`src/rtl/program_loader_pkg.sv`:
```
// Shared constants and state encoding for the instruction-memory loader;
// also usable by processor-level benches.
package program_loader_pkg;

  localparam logic [7:0] FRAME_HDR = 8'hA5;
  localparam logic [7:0] OP_HALT   = 8'hFF;

  typedef enum logic [2:0] {
    IDLE,
    COUNT,
    DATA,
    FILL,
    CHECK,
    DONE,
    ERROR
  } state_t;

endpackage

```
`src/rtl/program_loader_timeout.sv`:
```
// Idle-cycle counter for the loader: clears on every accepted byte, counts
// while enabled, and saturates at TIMEOUT where it reports expiry.
module loader_timeout #(
  parameter int TIMEOUT = 1000
) (
  input  logic clk,
  input  logic rst,
  input  logic clear,
  input  logic enable,
  output logic expired
);

  localparam int CNT_W = $clog2(TIMEOUT + 1);

  logic [CNT_W-1:0] cnt;

  always_ff @(posedge clk) begin
    if (rst || clear) begin
      cnt <= '0;
    end else if (enable && !expired) begin
      cnt <= cnt + CNT_W'(1);
    end
  end

  assign expired = (cnt == CNT_W'(TIMEOUT));

endmodule

```
`src/rtl/program_loader.sv`:
```
// Fills instruction memory from a framed byte stream (A5, N, N bytes, XOR
// checksum), pads the tail with HALT and holds the core until a load succeeds.
module program_loader
  import program_loader_pkg::*;
#(
  parameter int DEPTH   = 16,
  parameter int ADDR_W  = 4,
  parameter int TIMEOUT = 1000
) (
  input  logic              clk,
  input  logic              rst,
  input  logic              in_valid,
  input  logic [7:0]        in_data,
  output logic              in_ready,
  output logic              mem_we,
  output logic [ADDR_W-1:0] mem_addr,
  output logic [7:0]        mem_data,
  output logic              cpu_hold,
  output logic              cpu_rst,
  output logic              load_done,
  output logic              load_error,
  output logic [ADDR_W:0]   words_loaded
);

  localparam int IDX_W = ADDR_W + 1;

  state_t            state, state_nxt;
  logic [IDX_W-1:0]  n_reg;
  logic [IDX_W-1:0]  idx;
  logic [IDX_W-1:0]  idx_inc;
  logic [7:0]        acc;
  logic              accept;
  logic              timed;
  logic              tmo_exp;
  logic              n_bad;
  logic              we_p1;
  logic [ADDR_W-1:0] addr_p1;
  logic [7:0]        data_p1;

  assign timed    = (state == COUNT) || (state == DATA) || (state == CHECK);
  assign in_ready = (state == IDLE) || (timed && !tmo_exp);
  assign accept   = in_valid && in_ready;
  assign idx_inc  = idx + IDX_W'(1);
  assign n_bad    = (in_data == 8'd0) || (in_data > 8'(DEPTH));

  loader_timeout #(.TIMEOUT(TIMEOUT)) u_timeout (
    .clk    (clk),
    .rst    (rst),
    .clear  (accept),
    .enable (timed),
    .expired(tmo_exp)
  );

  always_ff @(posedge clk) begin
    if (rst) begin
      state <= IDLE;
    end else begin
      state <= state_nxt;
    end
  end

  always_comb begin
    state_nxt = state;
    case (state)
      IDLE:  if (accept && in_data == FRAME_HDR) state_nxt = COUNT;
      COUNT: begin
        if (tmo_exp)     state_nxt = ERROR;
        else if (accept) state_nxt = n_bad ? ERROR : DATA;
      end
      DATA: begin
        if (tmo_exp) begin
          state_nxt = ERROR;
        end else if (accept && idx_inc == n_reg) begin
          state_nxt = (n_reg < IDX_W'(DEPTH)) ? FILL : CHECK;
        end
      end
      FILL:  if (idx == IDX_W'(DEPTH - 1)) state_nxt = CHECK;
      CHECK: begin
        if (tmo_exp)     state_nxt = ERROR;
        else if (accept) state_nxt = (in_data == acc) ? DONE : ERROR;
      end
      DONE:    state_nxt = IDLE;
      ERROR:   state_nxt = IDLE;
      default: state_nxt = IDLE;
    endcase
  end

  // Write-port stage: one registered write per cycle, data or HALT padding
  always_ff @(posedge clk) begin
    if (rst) begin
      we_p1        <= 1'b0;
      addr_p1      <= '0;
      data_p1      <= '0;
      n_reg        <= '0;
      idx          <= '0;
      acc          <= '0;
      cpu_hold     <= 1'b0;
      words_loaded <= '0;
    end else begin
      we_p1 <= 1'b0;
      case (state)
        IDLE: if (accept && in_data == FRAME_HDR) cpu_hold <= 1'b1;
        COUNT: begin
          if (accept && !n_bad) begin
            n_reg <= in_data[IDX_W-1:0];
            acc   <= in_data;
            idx   <= '0;
          end
        end
        DATA: begin
          if (accept) begin
            we_p1   <= 1'b1;
            addr_p1 <= idx[ADDR_W-1:0];
            data_p1 <= in_data;
            acc     <= acc ^ in_data;
            idx     <= idx_inc;
          end
        end
        FILL: begin
          we_p1   <= 1'b1;
          addr_p1 <= idx[ADDR_W-1:0];
          data_p1 <= OP_HALT;
          idx     <= idx_inc;
        end
        CHECK: if (accept && in_data == acc) words_loaded <= n_reg;
        DONE:  cpu_hold <= 1'b0;
        default: ;
      endcase
    end
  end

  assign mem_we     = we_p1;
  assign mem_addr   = addr_p1;
  assign mem_data   = data_p1;
  assign load_done  = (state == DONE);
  assign cpu_rst    = (state == DONE);
  assign load_error = (state == ERROR);

endmodule

```
`config.mk`:
```
export PLATFORM = sky130hd
export DESIGN_NAME = program_loader
export DESIGN_NICKNAME = d
export VERILOG_FILES = /design/src/rtl/program_loader_pkg.sv /design/src/rtl/program_loader_timeout.sv /design/src/rtl/program_loader.sv
export SDC_FILE = /design/constraint.sdc
export NUM_CORES = 1
export LEC_CHECK = 0
export CAP_MARGIN = 25
export CORE_MARGIN = 5
export CORE_UTILIZATION = 25
export DETAILED_ROUTE_END_ITERATION = 7
export PLACE_DENSITY = 0.48
export SLEW_MARGIN = 10
export SYNTH_ARGS = -nofsm -noshare
export SYNTH_HDL_FRONTEND = slang
export SYNTH_SLANG_ARGS = --single-unit
```
`constraint.sdc`:
```
create_clock -name clk -period 2.6 [get_ports clk]
set_input_delay 0.52 -clock clk [delete_from_list [all_inputs] [get_ports clk]]
set_output_delay 0.52 -clock clk [all_outputs]
set_load 0.01 [all_outputs]
```
[After elaboration in Yosys (flattened, before gate mapping)]
Index checks and enable logic that the tools add are counted.
Storage, ports and cells
  flip-flop bits (word level): 50
  word-level logic and storage cells: 85
  output and inout bits: 23
  input port bits: 11
Operators by class
  muxes and demuxes: 26
  add/subtract/negate cells: 2
  eq/ne operators: 18
  $lt $le $gt $ge: 2
  reduce and logical (&&, ||, !) cells: 26
  bitwise operators: 1
Operators with widths (count)
  case mux 8 bit (2 select lines): 2
  2-to-1 mux 3 bit: 10
  2-to-1 mux 8 bit: 3
  case mux 3 bit (5 select lines): 1
  case mux 5 bit (3 select lines): 1
  adder 10 x 1 -> 10 bit, second input constant: 1
  == test 10 bit, second input constant: 1
  2-to-1 mux 5 bit: 2
  == test 3 bit, second input constant: 3
  == test 8 bit: 1
  == test 8 bit, second input constant: 1
  > comparator 8 x 5 -> 1 bit, second input constant: 1
  zero test 8 bit: 1
  case mux 4 bit (2 select lines): 1
  AND reduction 2 bit: 4
  XOR 8 bit: 1
  == test 3 x 2 -> 1 bit, second input constant: 2
  logical AND 1 bit: 6
  inequality test 3 x 2 -> 1 bit, second input constant: 2
  AND reduction 3 bit: 2
  nonzero test 2 bit: 3
  adder 5 x 1 -> 5 bit, second input constant: 1
  == test 5 x 4 -> 1 bit, second input constant: 1
  == test 5 bit: 1
  other kinds (14): 23

[Depth between registers and ports, before layout]
  word-level depth: 10
  gate-level depth with buffers: 8
  gate-level depth less buffers: 8

[Hierarchy]
From an unflattened synthesis, not the netlist that was laid out.
Second synthesis, totals
  cell total of the unflattened synthesis: 303
  area, all modules: 2646.3 um^2
Modules (own cells, without submodules)
  program_loader: instances 1, cells each 238, area an instance 2085.8 um^2
  loader_timeout: instances 1, cells each 65, area an instance 560.5 um^2

[Worst setup path after synthesis]
OpenSTA, ideal clock, no wires.
  path kind: register to register
  start: reg idx[0]
  end: reg state[1]
  setup slack: 0.543 ns
  data arrival time: 1.932 ns
  library setup time: 0.125 ns
  cell stages (with the launch flop): 9
  path through: dfxtp_1 > ha_1 > and3_1 > ha_1 > xor2_1 > nand3_1 > nor3_1 > o21ai_1 > o41a_1
Between the ends
  word-level cells in the longest chain between the ends: 5
Ends and longest elaborated chain
  start, declared: RTL line program_loader.sv:29  | logic [IDX_W-1:0] idx;
  start signal, assigned: RTL line program_loader.sv:116  | idx <= idx_inc;
  start signal, assigned: RTL line program_loader.sv:123  | idx <= idx_inc;
  adder 5 x 1 -> 5 bit: RTL line program_loader.sv:43  | assign idx_inc = idx + IDX_W'(1);
  == test 5 bit: RTL line program_loader.sv:73  | end else if (accept && idx_inc == n_reg) begin
  logical AND 1 bit: RTL line program_loader.sv:73
  inequality test 3 x 1 -> 1 bit (no line)
  AND reduction 5 bit (no line) (*)
  end signal, assigned: RTL line program_loader.sv:58  | state <= state_nxt;
  end, declared: RTL line program_loader.sv:27  | state_t state, state_nxt;
Mark *: on every way between the ends. The rest lies on a longest branch, timed or not.
A chain may end at the register's enable or synchronous reset.

[Worst setup path in the final report]
  start: reg state[1]
  end: out load_error
Between the ends
  word-level cells in the longest chain between the ends: 1
Ends and longest elaborated chain
  == test 3 bit: RTL line program_loader.sv:137  | assign load_error = (state == ERROR);
  end, declared: RTL line program_loader.sv:21  | output logic load_error,
Every way passes these cells.

==> reports/qor.yml <==
run_status:
  outcome: "completed"
sta:
  worst_slack_ns: 0.0565
  fin_hold_ws_ns: 0.459
  tightest_slew_ns: 0.612
  rsz0062_at_grt: "no"
  hold_viol_final: 0
  fin_crit_ns: 2.54
  finClkSkew_ns: 0.0149
  finalSetupTns_ns: 0
  maxSlewHeadroom_pct: 58.8
  setup_viol: 0
  maxSlewViolCount: 0
  final.period_utilization_pct: 97.8
  fmaxAchievable_mhz: 393
floorplanning:
  io_pins: 34
  initial_core_util_pct: 25.3
  die_w_um: 114
  die_y_um: 114
  rows: 38
  die-area_mm2: 0.0130
  core_mm2: 0.0107
grt:
  grt_first_pass_wirelength_mm: 12.0
  grt_use_total_pct: 11.3
  overflow: 0
  grt_pass1_vias: 2376
  antenna_found_initial: 0
  grt_max_degree: 27
finish:
  nNetsFinal: 378
  area_growth_pct: 28.0
  largest_register_ffs: 10
  drive_above_1_share_pct: 14.6
  final_cell_mix: "dfxtp_1 (50), nor2_1 (45), clkdlybuf4s50_1 (33), nand2_1 (29), buf_4 (26)"
  fin_area_mm2: 0.00347
  final_core_util_pct: 32.3
  regMostFlops: "u_timeout.cnt"
  final_common_cell: "dfxtp_1"
  n_antenna_cell: 0
  final_cells: 504
  fill_cells: 1173
yosys:
  synth_top_area_share_pct: 36.9
  synth_edf_count: 0
  syn_area_mm2: 0.00271
  syn-num-nets: 329
  ys_types: 56
  synth_top_area_cell: "dfxtp_1"
  seq_area_frac_synth_pct: 36.9
  ys_ff_latch: 50
  yosys_warnings: 0
  synth.area.top_cells: "dfxtp_1 (37%), nor2_1 (6.2%), xor2_1 (5.8%)"
  async_flop_share_pct: 0
  ys.flop_type: "dfxtp_1"
  avgSynthCellArea_um2: 8.64
  syn-instance-count: 314
cts:
  cts_buffers: 5
  post-cts-setup-buffers: 0
  cts_tree: "yes"
  htree_levels: 2
  clock-sinks: 50
  clk_latency_ns: 0.31
  ctsRootBufferMaster: "clkbuf_8"
  cts_buffer_depth: 2
  cts_hold_buf: 0
  clk_pin_slew_worst_paths_ns: 0.10
placed_design:
  preCtsSetupSlack_ns: -0.0887
  place_area_mm2: 0.00336
  dp_cells: 496
  hpwl_mm: 5.33
  portBuffers: 33
  gp_congestion: 0.828
power_and_ir_drop:
  p_per_area_mw_per_mm2: 662
  power_leakage_nw: 1.27
  ir_drop_v: 0.000292
  total_power_mw: 2.30
drt:
  drc: 0
  drt_wl_total_mm: 7.27
  dr.pass1.iters: 5
  drt-vias-per-instance: 5.00
  drt-wirelength-per-cell_um: 14.4
  ant_nets: 0
  drtIter0Drc: 161
  num_vias: 2521
setup_path:
  cp-end-kind: "primary output"
  worstPathRequired_ns: 2.08
  reg2reg_depth: 8
  critPathArrivalTime_ns: 2.02
  start_kind: "flop"
  worstSetupPathType: "flop to primary output"
  r2r_end: "state[1]$_SDFFE_PP0P_"
  r2r_start: "idx[1]$_SDFFE_PP0P_"
  regToRegSetupSlack_ns: 0.40
  crit_path_max_fanout: 8
hold_path:
  holdPathEnd: "mem_addr[0]$_SDFFE_PP0P_"
  min_path_cells: 2
  hold_class: "flop to flop"
  hold_path_startpoint: "mem_addr[0]$_SDFFE_PP0P_"
flow_run:
  drv_cap: 0
cell families after synthesis:
family          count (synthesis)  share of synthesized area [%]
flops                          50                           36.9
simple gates                  122                           22.9
buf+inv                        29                           4.79
fa+ha+maj                       4                           1.84
compound gates                 74                           21.0
mux                            12                           4.61
xor+xnor                       23                           7.93
how the worst max path moves through the flow:
stage / start / end / slack (ns) / cells past startpoint
floorplan: idx[0]$_SDFFE_PP0P_ / state[1]$_SDFFE_PP0P_ / 0.54 / 8
global placement: in_data[1] / state[1]$_SDFFE_PP0P_ / -0.10 / 6
detailed placement: in_data[3] / state[1]$_SDFFE_PP0P_ / -0.09 / 6
CTS: u_timeout.cnt[4]$_SDFFE_PP0P_ / in_ready / 0.04 / 5
global route: u_timeout.cnt[4]$_SDFFE_PP0P_ / in_ready / 0.001 / 5
finish: state[1]$_SDFFE_PP0P_ / load_error / 0.06 / 4
power by group:
group | internal (mW) | switching (mW) | total [mW] | leakage [nW]
logic | 0.407 | 0.491 | 0.898 | 0.820
clock network | 0.200 | 0.297 | 0.497 | 0.0502
registers | 0.844 | 0.0586 | 0.902 | 0.405
critical path, stage by stage, from the launching register on:
cell,delay (ns)
dfxtp_1,0.45
buf_4,0.20
clkinvlp_4,0.20
nor3_2,0.30
clkdlybuf4s50_1,0.58
cell type report:
type,count,area (um2),share of cell area (%)
Clock inverter,3,28.8,0.829
Tap cell,140,175,5.04
Timing Repair Buffer,61,566,16.3
Sequential cell,50,1000,28.8
Multi-Input combinational cell,235,1590,45.9
Clock buffer,5,68.8,1.98
Inverter,10,41.3,1.19
cell usage after synthesis (all sizes together), types with 9 or more instances:
library cell,n
clkbuf,11
dfxtp,50
inv,10
a21oi,22
nand3,13
xor2,18
mux2i,11
nand2,29
a211oi,9
o21ai,9
nor2,45
metal layers:
metal,global-route usage [%],vias up,routed length (um)
met5,0,-,0
met2,17.3,52,3250
li1,-,1247,-
met4,3.72,0,106
met1,15.9,1212,3590
met3,2.38,10,313
repair_timing:
item	in CTS	in global routing
gates cloned	0	0
endpoints found under the setup margin	2	3
gates resized for setup	3	2
Note: power is estimated with default switching activity, not from simulation.
